[config.mk]
export PLATFORM = sky130hd
export DESIGN_NAME = dma_c2h_desc_sched
export DESIGN_NICKNAME = d
export VERILOG_FILES = /design/src/rtl/dma_c2h_desc_sched.sv
export SDC_FILE = /design/constraint.sdc
export NUM_CORES = 1
export LEC_CHECK = 0
export CAP_MARGIN = 20
export CORE_UTILIZATION = 44
export DETAILED_ROUTE_END_ITERATION = 10
export HOLD_SLACK_MARGIN = 0.15
export PLACE_DENSITY = 0.78
export SLEW_MARGIN = 30
export SYNTH_ARGS = -nofsm -noshare
export SYNTH_HDL_FRONTEND = slang
export SYNTH_SLANG_ARGS = --single-unit
[constraint.sdc]
create_clock -name pcie_clk -period 7.4 [get_ports pcie_clk]
set_clock_uncertainty 0.05 [all_clocks]
set_input_delay 1.48 -clock pcie_clk [delete_from_list [all_inputs] [get_ports pcie_clk]]
set_output_delay 1.48 -clock pcie_clk [all_outputs]
set_load 0.05 [all_outputs]
[src/rtl/dma_c2h_desc_sched.sv]
// Round-robin scheduler sharing one XDMA C2H descriptor-bypass channel among NUM_REQ requesters.
// Commands are split into boundary-aligned descriptors; a credit counter bounds in-flight descriptors.
module dma_c2h_desc_sched #(
    parameter int NUM_REQ         = 4,
    parameter int MAX_DESC_LEN    = 4096,
    parameter int MAX_OUTSTANDING = 8,
    localparam int IDW            = $clog2(NUM_REQ),
    localparam int OW             = $clog2(MAX_OUTSTANDING) + 1
) (
    input  logic                     pcie_clk,
    input  logic                     pcie_rst,
    input  logic [NUM_REQ-1:0]       s_cmd_valid,
    output logic [NUM_REQ-1:0]       s_cmd_ready,
    input  logic [NUM_REQ-1:0][63:0] s_cmd_addr,
    input  logic [NUM_REQ-1:0][31:0] s_cmd_len,
    input  logic                     dsc_byp_ready,
    output logic                     dsc_byp_load,
    output logic [63:0]              dsc_byp_addr,
    output logic [31:0]              dsc_byp_len,
    output logic [IDW-1:0]           dsc_req_id,
    input  logic                     desc_cpl,
    output logic [NUM_REQ-1:0]       cmd_done,
    output logic [OW-1:0]            outstanding,
    output logic                     err_cpl_underflow
);

    localparam logic [OW-1:0] CREDITS = OW'(MAX_OUTSTANDING);

    typedef enum logic [1:0] {IDLE, ISSUE, STALL} state_t;

    // Start of the next descriptor to present and bytes left from there.
    typedef struct packed {
        logic [63:0] addr;
        logic [31:0] rem;
    } pos_t;

    state_t             state, state_nxt;
    pos_t               pos, nxt_pos;
    logic [IDW-1:0]     rr_ptr;
    logic [IDW-1:0]     win;
    logic               win_vld;
    int                 idx;
    logic               hs;
    logic               issue;
    logic               underflow;
    logic [OW-1:0]      out_nxt;
    logic [NUM_REQ-1:0] done_nxt;

    function automatic logic [31:0] chunk_of(input logic [63:0] a, input logic [31:0] r);
        logic [31:0] room;
        room = 32'(MAX_DESC_LEN) - (a[31:0] & 32'(MAX_DESC_LEN - 1));
        return (r < room) ? r : room;
    endfunction

    assign hs = dsc_byp_load & dsc_byp_ready;

    always_comb begin
        win     = '0;
        win_vld = 1'b0;
        idx     = 0;
        for (int i = 0; i < NUM_REQ; i++) begin
            idx = int'(rr_ptr) + i;
            if (idx >= NUM_REQ) idx = idx - NUM_REQ;
            if (!win_vld && s_cmd_valid[idx]) begin
                win     = IDW'(idx);
                win_vld = 1'b1;
            end
        end
    end

    always_comb begin
        s_cmd_ready = '0;
        if (state == IDLE && win_vld && !pcie_rst) s_cmd_ready[win] = 1'b1;
    end

    // A handshake and a completion in the same cycle cancel out.
    always_comb begin
        out_nxt   = outstanding;
        underflow = 1'b0;
        if (hs && !desc_cpl) begin
            out_nxt = outstanding + OW'(1);
        end else if (!hs && desc_cpl) begin
            if (outstanding == '0) underflow = 1'b1;
            else                   out_nxt   = outstanding - OW'(1);
        end
    end

    always_comb begin
        state_nxt = state;
        issue     = 1'b0;
        nxt_pos   = pos;
        done_nxt  = '0;
        case (state)
            IDLE: begin
                if (win_vld) begin
                    nxt_pos = '{addr: s_cmd_addr[win], rem: s_cmd_len[win]};
                    if (s_cmd_len[win] == '0) begin
                        done_nxt[win] = 1'b1;
                    end else if (outstanding < CREDITS) begin
                        state_nxt = ISSUE;
                        issue     = 1'b1;
                    end else begin
                        state_nxt = STALL;
                    end
                end
            end
            ISSUE: begin
                if (hs) begin
                    nxt_pos = '{addr: pos.addr + {32'b0, dsc_byp_len}, rem: pos.rem - dsc_byp_len};
                    if (nxt_pos.rem == '0) begin
                        done_nxt[dsc_req_id] = 1'b1;
                        state_nxt            = IDLE;
                    end else if (out_nxt == CREDITS) begin
                        state_nxt = STALL;
                    end else begin
                        issue = 1'b1;
                    end
                end
            end
            STALL: begin
                if (outstanding < CREDITS) begin
                    state_nxt = ISSUE;
                    issue     = 1'b1;
                end
            end
            default: state_nxt = IDLE;
        endcase
    end

    always_ff @(posedge pcie_clk) begin
        if (pcie_rst) state <= IDLE;
        else          state <= state_nxt;
    end

    always_ff @(posedge pcie_clk) begin
        if (pcie_rst) begin
            pos               <= '0;
            rr_ptr            <= '0;
            dsc_byp_load      <= 1'b0;
            dsc_byp_addr      <= '0;
            dsc_byp_len       <= '0;
            dsc_req_id        <= '0;
            cmd_done          <= '0;
            outstanding       <= '0;
            err_cpl_underflow <= 1'b0;
        end else begin
            pos         <= nxt_pos;
            cmd_done    <= done_nxt;
            outstanding <= out_nxt;
            if (underflow) err_cpl_underflow <= 1'b1;
            // Descriptor outputs only change when a new descriptor is presented.
            if (issue) begin
                dsc_byp_load <= 1'b1;
                dsc_byp_addr <= nxt_pos.addr;
                dsc_byp_len  <= chunk_of(nxt_pos.addr, nxt_pos.rem);
            end else if (hs) begin
                dsc_byp_load <= 1'b0;
            end
            if (state == IDLE && win_vld) begin
                rr_ptr     <= (win == IDW'(NUM_REQ - 1)) ? '0 : win + IDW'(1);
                dsc_req_id <= win;
            end
        end
    end

endmodule

==> metrics.csv <==
metric,value,unit
outcome,completed,
Max-Cap Viols,0,
Post-synth EDFFs,0,
num ports,504,
routed via count,21170,
1st-pass router iterations,6,
synth top area cells,"dfxtp_1 24%, nand3_1 7.6%, nand2_1 6.9%",
R2R setup slack,1.10,ns
worst hold path type,register to register,
Via-to-Cell Ratio,6.232,
die span in x,198.7,µm
Psw,4455,µW
Internal Power,4252,µW
vias in the first global route,19710,
Hold Buf Count CTS,0,
"slowest stage delay, CP",0.60,ns
DRC errors left,0,
row cnt,71,
"Hold Vio Cnt, Final",0,
Tot Pwr,8706,µW
compound-cell area share of the yosys netlist,0.2525,
FF-to-FF End,dsc_byp_len[0],
share of the synthesized area in the top cell type,0.2447,
synth unique cells,95,
Die Area,39470,µm²
post-layout net count,3344,
post-synthesis mux area share,0.04235,
Worst VDD drop,0.3022,mV
Worst setup SP type,primary input,
"Cell Area, Synth",17020,µm²
Crit Path Max Fanout,11,
CTS tree,done,
DRT antenna net count,0,
Tot GR Track Use,0.3970,
setup TNS,0,ns
DRT Wirelength,80.92,mm
Mapped Cells,2403,
wire length per cell,23.82,µm
Worst-Margin Slew,0.9231,ns
cell depth of the worst setup path,28,
part of the cycle the worst path needs,0.9437,
#FFs+latches synth,208,
Rel. slew slack,0.3846,
Reg power frac,0.198,
Post-Synth Adder-Cell Area,0.06264,
clock sinks,208,
grt ovf,0,
root buffer cell,clkbuf_16,
Starting Density,0.4497,
cell family with most CP delay,simple AND/OR/NAND/NOR gates,
largest family of logic cells by synthesized area,simple AND/OR/NAND/NOR gates,
largest net degree at the start of global routing,89,
cell taking the most area after synthesis,dfxtp_1,
switching power share of the total,0.5116,
R2R Path Start,dsc_byp_len[0],
Async SR Flop Fraction,0,
CP Data Required Time,7.77,ns
"Slowest-stage cell, CP",or4b_4,
area grow syn2layout,39.36,%
"Seq/Total Area, Yosys",0.2447,
Post-Synthesis Net Count,2879,
CP Launch Point,s_cmd_valid[2],
XOR/XNOR share of the synthesized area,0.03036,
1st-iter DRT viols,2273,
Clock Path Buffers,3,
Setup crit end,dsc_byp_len[0],
Simple-Gate Fraction of Synth Area,0.3030,
leakage,0.009647,µW
Comb pwr share,0.661,
Syn Area/Cell,7.082,µm²
fmax,143.2,MHz
Ys Warns,0,
clock share of power,0.141,
"Slew Viols, Final",0,
critical path type,primary input to register,
Bufs and invs on worst path,5,
share of cells above drive strength 1,0.08250,
Worst EP arrival,7.36,ns
WHS,0.4175,ns
count of final setup violators,0,
min Tclk post-route,6.983,ns
endpoint class of the critical path,register,
pwr dens,367.1,nW/µm²
H-tree depth,1,
Worst-Skew Late Latency,0.55,ns
Worst Reg-to-Reg Cells,26,
Die Height,198.7,µm
RSZ-0062 raised after global routing,no,
routability cong.,1.056,
"Reg clk slew, reported paths",0.06,ns
Num CTS Buffers,24,
DPL Wire Length,64.76,mm
initial antenna violation count,1,
first-pass GRT wire length,119.3,mm
Port Buffers,503,
Core ar.,37840,µm²
most common flop cell mapped by yosys,dfxtp_1,
==> worst min-delay path, stage by stage (launching register included) <==
cell     delay [ns]
dfxtp_1        0.31
nand2_1        0.05
a21oi_1        0.05
==> state kept, by name (all words and copies together), names as in the netlist <==
| name | cells |
|---|---|
| cmd_done | 4 |
| dsc_byp_addr | 64 |
| pos | 96 |
| state | 2 |
| rr_ptr | 2 |
| dsc_byp_load | 1 |
| dsc_byp_len | 32 |
| dsc_req_id | 2 |
| outstanding | 4 |
| err_cpl_underflow | 1 |
==> power by group through the flow <==
| stage | Sequential [µW] | Clock (µW) | Combinational (µW) |
|---|---|---|---|
| finish | 1720 | 1230 | 5750 |
| global route | 1750 | 1290 | 6140 |
| CTS | 1710 | 1240 | 5610 |
| detailed placement | 1730 | 0 | 5550 |
| global placement | 1720 | 0 | 5510 |
| floorplan | 2170 | 0 | 3140 |
==> stage by stage <==
stage / utilization / std cells / instance area [µm²] / setup slack (ns)
2_1_floorplan: - / 2403 / 17020 / 0.2699
3_3_place_gp: 0.6015 / 3349 / 22760 / -0.5233
3_5_place_dp: 0.6017 / 3349 / 22770 / -0.6735
4_1_cts: 0.6243 / 3394 / 23630 / 0.01451
5_1_grt: 0.6267 / 3397 / 23720 / 0.01471
6_report: 0.6267 / 3397 / 23720 / 0.4169
==> cell families (layout without fill, tap and decap cells) <==
group | after synthesis | after routing
AO/OA/AOI/OAI | 643 | 643
adder cells (fa/ha/maj) | 84 | 84
other | 0 | 1
multiplexers | 69 | 69
AND/OR/NAND/NOR | 1089 | 1090
buffers and inverters | 251 | 732
flip-flops | 208 | 208
XOR/XNOR | 59 | 59
==> cells in the mapped netlist (19+ instances only) <==
library cell  instances
a211oi_1             65
a21o_1               37
a21oi_1             155
a221oi_1             24
a31oi_1              25
and2_1               34
and3_1               38
buf_1                24
buf_2                27
clkbuf_1            110
dfxtp_1             208
ha_1                 82
inv_1                73
mux2i_1              48
nand2_1             311
nand2b_1             19
nand3_1             257
nand4_1              37
nor2_1              239
nor3_1               64
o21ai_0             134
o22ai_1              22
xnor2_1              40
xor2_1               19
==> routing by layer <==
metal | vias up | wire length (µm) | track usage
li1 | 9731 | - | -
met1 | 10060 | 34010 | 0.5432
met2 | 1186 | 35880 | 0.6188
met5 | - | 0 | 0
met3 | 193 | 7800 | 0.07121
met4 | 0 | 3235 | 0.1467
==> worst min path at each step <==
stage,start,end,cells after the start
global placement,dsc_byp_addr[37],dsc_byp_addr[37],2
floorplan,pos[94],pos[94],2
finish,dsc_byp_addr[47],dsc_byp_addr[47],2
CTS,dsc_byp_addr[47],dsc_byp_addr[47],2
detailed placement,dsc_byp_addr[34],dsc_byp_addr[34],2
global route,dsc_byp_addr[47],dsc_byp_addr[47],2
==> layout by cell type, fill, tap and decap left out, types with 24 or more instances in the layout <==
| cell | n |
|---|---|
| inv_1 | 72 |
| a31oi_1 | 25 |
| o21ai_0 | 134 |
| nor3_1 | 63 |
| buf_4 | 113 |
| and2_1 | 34 |
| nor2_1 | 238 |
| ha_1 | 82 |
| nand3_1 | 257 |
| nand4_1 | 37 |
| a21o_1 | 36 |
| nand2_1 | 310 |
| a211oi_1 | 63 |
| mux2i_1 | 48 |
| dfxtp_1 | 208 |
| clkbuf_16 | 24 |
| and3_1 | 38 |
| xnor2_1 | 37 |
| clkdlybuf4s50_1 | 498 |
| a21oi_1 | 154 |
==> layout make-up <==
class                           instances  area (µm²)
Antenna cell                            1       2.502
Clock buffer                           27       631.9
Clock inverter                         16       170.2
Fill cell                            3466       14130
Inverter                               74       279.0
Multi-Input combinational cell       1945       11920
Sequential cell                       208        4164
Tap cell                              511       639.4
Timing Repair Buffer                  615        5912
==> what timing repair did <==
item / in CTS / in global routing
gates cloned: 1 / 0
buffers inserted: 1 / 1
setup endpoints to repair: 13 / 13
pin swaps: 2 / 6
resized for setup: 5 / 11
(Power assumes the default switching activity.)
